==> src/rtl/trigger_ctrl.sv <==
// Sequencer for a bank of SUMP trigger stages: decodes stage config opcodes,
// drives arm/level to the stages and merges their run flags into one capture start.
module trigger_ctrl #(
  parameter int NUM_STAGES = 4
) (
  input  logic                  clk_i,
  input  logic                  rst_i,
  input  logic [7:0]            opc_i,
  input  logic [31:0]           cmd_i,
  input  logic                  cmd_stb_i,
  input  logic [NUM_STAGES-1:0] match_i,
  input  logic [NUM_STAGES-1:0] run_i,
  output logic [31:0]           stg_cmd_o,
  output logic [NUM_STAGES-1:0] set_mask_o,
  output logic [NUM_STAGES-1:0] set_val_o,
  output logic [NUM_STAGES-1:0] set_cfg_o,
  output logic                  arm_o,
  output logic [1:0]            lvl_o,
  output logic                  run_o,
  output logic                  armed_o,
  output logic                  fired_o,
  output logic                  cfg_drop_o
);

  // state | meaning
  // IDLE  | not armed; config commands forwarded to stages
  // ARMED | stages armed; level accumulates from match_i, config dropped
  // FIRED | a stage ran; level frozen, config forwarded, re-arm allowed
  typedef enum logic [1:0] {
    S_IDLE  = 2'd0,
    S_ARMED = 2'd1,
    S_FIRED = 2'd2
  } state_t;

  state_t state_q, state_n;

  logic                  is_cfg, is_arm, is_srst;
  logic [NUM_STAGES-1:0] stage_sel;
  logic [2:0]            match_cnt;
  logic [2:0]            lvl_sum;
  logic [1:0]            lvl_sat;

  logic [31:0]           stg_cmd_n;
  logic [NUM_STAGES-1:0] set_mask_n, set_val_n, set_cfg_n;
  logic                  arm_n, run_n, drop_n;
  logic [1:0]            lvl_n;

  // Reserved sub-op (11) and out-of-range stages are not config commands at all
  always_comb begin
    is_cfg  = cmd_stb_i && (opc_i[7:4] == 4'hC) && (opc_i[1:0] != 2'b11) &&
              ({1'b0, opc_i[3:2]} < 3'(NUM_STAGES));
    is_arm  = cmd_stb_i && (opc_i == 8'h01);
    is_srst = cmd_stb_i && (opc_i == 8'h00);
    for (int i = 0; i < NUM_STAGES; i++) begin
      stage_sel[i] = (opc_i[3:2] == 2'(i));
    end
  end

  always_comb begin
    match_cnt = 3'd0;
    for (int i = 0; i < NUM_STAGES; i++) begin
      match_cnt = match_cnt + {2'b00, match_i[i]};
    end
    lvl_sum = {1'b0, lvl_o} + match_cnt;
    lvl_sat = (lvl_sum > 3'd3) ? 2'd3 : lvl_sum[1:0];
  end

  always_ff @(posedge clk_i) begin
    if (rst_i) state_q <= S_IDLE;
    else       state_q <= state_n;
  end

  always_comb begin
    state_n    = state_q;
    stg_cmd_n  = stg_cmd_o;
    set_mask_n = '0;
    set_val_n  = '0;
    set_cfg_n  = '0;
    arm_n      = 1'b0;
    run_n      = 1'b0;
    drop_n     = 1'b0;
    lvl_n      = lvl_o;

    if (is_srst) begin
      // soft reset wins over a coincident run_i, so no run_o follows
      state_n = S_IDLE;
      lvl_n   = 2'd0;
    end else begin
      case (state_q)
        S_IDLE, S_FIRED: begin
          if (is_cfg) begin
            stg_cmd_n = cmd_i;
            case (opc_i[1:0])
              2'b00:   set_mask_n = stage_sel;
              2'b01:   set_val_n  = stage_sel;
              default: set_cfg_n  = stage_sel;
            endcase
          end else if (is_arm) begin
            state_n = S_ARMED;
            arm_n   = 1'b1;
            lvl_n   = 2'd0;
          end
        end
        S_ARMED: begin
          drop_n = is_cfg;
          lvl_n  = lvl_sat;
          if (|run_i) begin
            state_n = S_FIRED;
            run_n   = 1'b1;
          end
        end
        default: state_n = S_IDLE;
      endcase
    end
  end

  always_ff @(posedge clk_i) begin
    if (rst_i) begin
      stg_cmd_o  <= '0;
      set_mask_o <= '0;
      set_val_o  <= '0;
      set_cfg_o  <= '0;
      arm_o      <= 1'b0;
      lvl_o      <= 2'd0;
      run_o      <= 1'b0;
      armed_o    <= 1'b0;
      fired_o    <= 1'b0;
      cfg_drop_o <= 1'b0;
    end else begin
      stg_cmd_o  <= stg_cmd_n;
      set_mask_o <= set_mask_n;
      set_val_o  <= set_val_n;
      set_cfg_o  <= set_cfg_n;
      arm_o      <= arm_n;
      lvl_o      <= lvl_n;
      run_o      <= run_n;
      armed_o    <= (state_n == S_ARMED);
      fired_o    <= (state_n == S_FIRED);
      cfg_drop_o <= drop_n;
    end
  end

endmodule

==> config.mk <==
export PLATFORM = sky130hd
export DESIGN_NAME = trigger_ctrl
export DESIGN_NICKNAME = d
export VERILOG_FILES = /design/src/rtl/trigger_ctrl.sv
export SDC_FILE = /design/constraint.sdc
export NUM_CORES = 1
export LEC_CHECK = 0
export BUFFER_PORTS_ARGS = -buffer_cell sky130_fd_sc_hd__buf_2
export CORE_MARGIN = 3
export CORE_UTILIZATION = 35
export CTS_CLUSTER_DIAMETER = 30
export DETAILED_ROUTE_END_ITERATION = 10
export PLACE_DENSITY = 0.75
export SYNTH_ARGS = -nofsm -noshare
export SYNTH_HDL_FRONTEND = slang
export SYNTH_SLANG_ARGS = --single-unit
export TNS_END_PERCENT = 100
==> constraint.sdc <==
create_clock -name clk_i -period 2.2 [get_ports clk_i]
set_clock_uncertainty 0.15 [all_clocks]
set_input_delay 0.11 -clock clk_i [delete_from_list [all_inputs] [get_ports clk_i]]
set_output_delay 0.11 -clock clk_i [all_outputs]
set_load 0.02 [all_outputs]
==> flow_summary.ini <==
[run_status]
outcome = complete, no violations

[synth]
synth_top_area_cell = dfxtp_1
ys_top_cells_by_area = dfxtp_1, mux2i_1, nand2_1, fa_1, nor2_1
synthFlopType = dfxtp_1
synth_edf_count = 0
yosysUniqueCellTypes = 30
synthArstFlopShare_pct = 0
yosys_warnings = 0
synthesis.area_um2 = 2130
syn_nets = 279
synth_seq_cells = 53
ys_seq_area_share_pct = 49.7
avgSynthCellArea_um2 = 9.48
syn_inst = 225
synth.top_cell.area_share_pct = 49.7

[sta]
setup_viol = 0
period_needed_ns = 2.04
fin_crit_sh_pct = 92.6
fmax_mhz = 491
hold_viol = 0
maxSlewHeadroom_pct = 59.4
drv_slew = 0
tightest_slew_ns = 0.608
rsz0062_at_grt = false

[drt]
drt-pass1-iter-count = 4
drcViolationCount = 0
routed_via_density = 4.54
routed-via-count = 1988
wl_um = 5450
ant_nets = 0
post_drt_wl_per_cell_um = 12.4
drt-initial-drc-count = 48

[clock_tree]
insertion_delay_ns = 0.30
ctsRootBufferMaster = clkbuf_8
cts_inserted_buffers = 5
ctsHtreeMaxLevel = 2
cts_num_sinks = 53
clk_transition_reported_paths_ns = 0.09
clock_path_buffers = 2
cts_tree = done

[min_path]
hold_path_end = lvl_o[1]
hp-start = opc_i[0]
hold_class = primary input to flip-flop
hold_depth = 3

[setup_path]
crit_arrival_ns = 2.07
rr_worst_depth = 5
critPathCaptureType = flip-flop
critPathLaunch = match_i[0]
r2r_slack_ns = 0.21
critPathKind = primary input to flip-flop
worstPathMaxFanout = 1
cp.required_ns = 2.23
worstSetupStartpointType = primary input
reg2reg_from = lvl_o[0]
regToRegEndpoint = lvl_o[1]

[power]
irDropWorstVdd_mv = 0.277
pwr_density_cell_nw_per_um2 = 538
finalPower_mw = 1.72
p_leak_nw = 1.48

[final_layout]
final_cell_mix = buf_2, nand2_1, dfxtp_1
diodes = 0
fin_area_um2 = 3200
final_common_cell = buf_2
stdcell_count = 438
syn2layout_area_growth_pct = 50.1
nets = 419
nFillCells = 518
drive_gt1_share_pct = 32.8

[global_routing]
antenna_found_initial = 0
grt_overflow = 0
grt_start_max_net_pins = 36
grt_pass1_vias = 2039
grt_usage_pct = 15.2
grt_first_pass_wirelength_um = 8800

[placement]
postPlaceCellArea_um2 = 2700
place_congestion = 0.749
dp.cells = 389
port_buffers = 101
place_hpwl_um = 3640

[floorplanning]
std_cell_rows = 27
boundaryPins = 102
die_area_um2 = 7070
fp.dieH_um = 84.1
fp.dieW_um = 84.1
start_util_pct = 37.4
core-area_um2 = 5710

[run]
maxCapViolCount = 0
==> registers in the layout, indices dropped and copies added, names as in the netlist <==
name	count
set_val_o	4
lvl_o	2
fired_o	1
set_cfg_o	4
set_mask_o	4
state_q	2
armed_o	1
cfg_drop_o	1
arm_o	1
stg_cmd_o	32
run_o	1
==> per-layer routing <==
| layer | part of all wire [%] | up-vias | global-route usage (%) |
|---|---|---|---|
| met1 | 41 | 884 | 17.0 |
| met2 | 51 | 70 | 27.3 |
| met5 | 0 | - | 0 |
| met3 | 6.1 | 8 | 3.75 |
| met4 | 1.3 | 0 | 6.29 |
| li1 | - | 1026 | - |
==> power by group <==
group	leakage, nW	internal, mW	switching (mW)
sequential	0.427	0.965	0.00322
combinational	1.00	0.113	0.0940
clock	0.0445	0.226	0.320
==> metrics by stage <==
step | hold slack (ns) | worst slack (ns) | TNS (ns) | utilization, %
after global routing | 0.0304 | 0.0284 | 0 | 56.1
after CTS | 0.00286 | 0.151 | 0 | 56.0
after global placement | 0.207 | -0.0937 | -0.131 | 47.2
after floorplan | 0.0368 | 0.0473 | 0 | -
final | 0.0165 | 0.163 | 0 | 56.1
after detailed placement | 0.212 | -0.170 | -0.282 | 47.2
==> synthesized netlist by cell type, types with 2 or more instances <==
master,instances
clkbuf_1,7
nand4_1,2
fa_1,3
dfxtp_1,53
inv_1,6
nor3b_2,2
nand2_1,71
nor4_1,5
buf_2,2
a2111oi_0,2
nor2b_1,3
nor2_1,12
mux2i_1,32
nor3_1,2
o21ba_1,2
and3_1,3
nand2b_1,2
o32ai_1,2
buf_6,3
==> worst max path at each step <==
| stage | to | slack (ns) | cells past startpoint |
|---|---|---|---|
| after detailed placement | lvl_o[1] | -0.17 | 7 |
| after CTS | lvl_o[1] | 0.15 | 7 |
| final | lvl_o[1] | 0.16 | 7 |
| after floorplan | lvl_o[1] | 0.05 | 6 |
| after global routing | lvl_o[1] | 0.03 | 5 |
| after global placement | lvl_o[1] | -0.09 | 7 |
==> timing repair <==
| action | CTS | global route |
|---|---|---|
| buffers inserted | 0 | 0 |
| hold buffers | 41 | 0 |
| endpoints found under the hold margin | 46 | 0 |
| endpoints found under the setup margin | 0 | 1 |
| gates resized for setup | 0 | 1 |
==> final cells by class <==
class	instances	area (um^2)	area share (%)
repair buffers	145	951	29.7
flip-flops and latches	53	1060	33.1
inverters	7	26.3	0.821
well taps	72	90.1	2.81
multi-input cells	153	983	30.7
clock buffers	5	68.8	2.15
clock inverters	3	21.3	0.664
==> logic make-up after synthesis <==
logic type                 count (synthesis)  synth area share (%)
DFF                                       53                  49.7
adders and majority gates                  3                  2.82
muxes                                     32                  15.0
and+or+nand+nor                          110                  23.8
buffers and inverters                     19                  4.52
AOI/OAI and AO/OA                          8                  4.11
==> worst max-delay path, stage by stage <==
cell	delay (ns)
buf_2	0.11
fa_1	0.53
inv_1	0.05
fa_1	0.37
fa_1	0.42
and3_1	0.16
a2111oi_0	0.31
No activity file was read; power rests on OpenSTA's default activity.
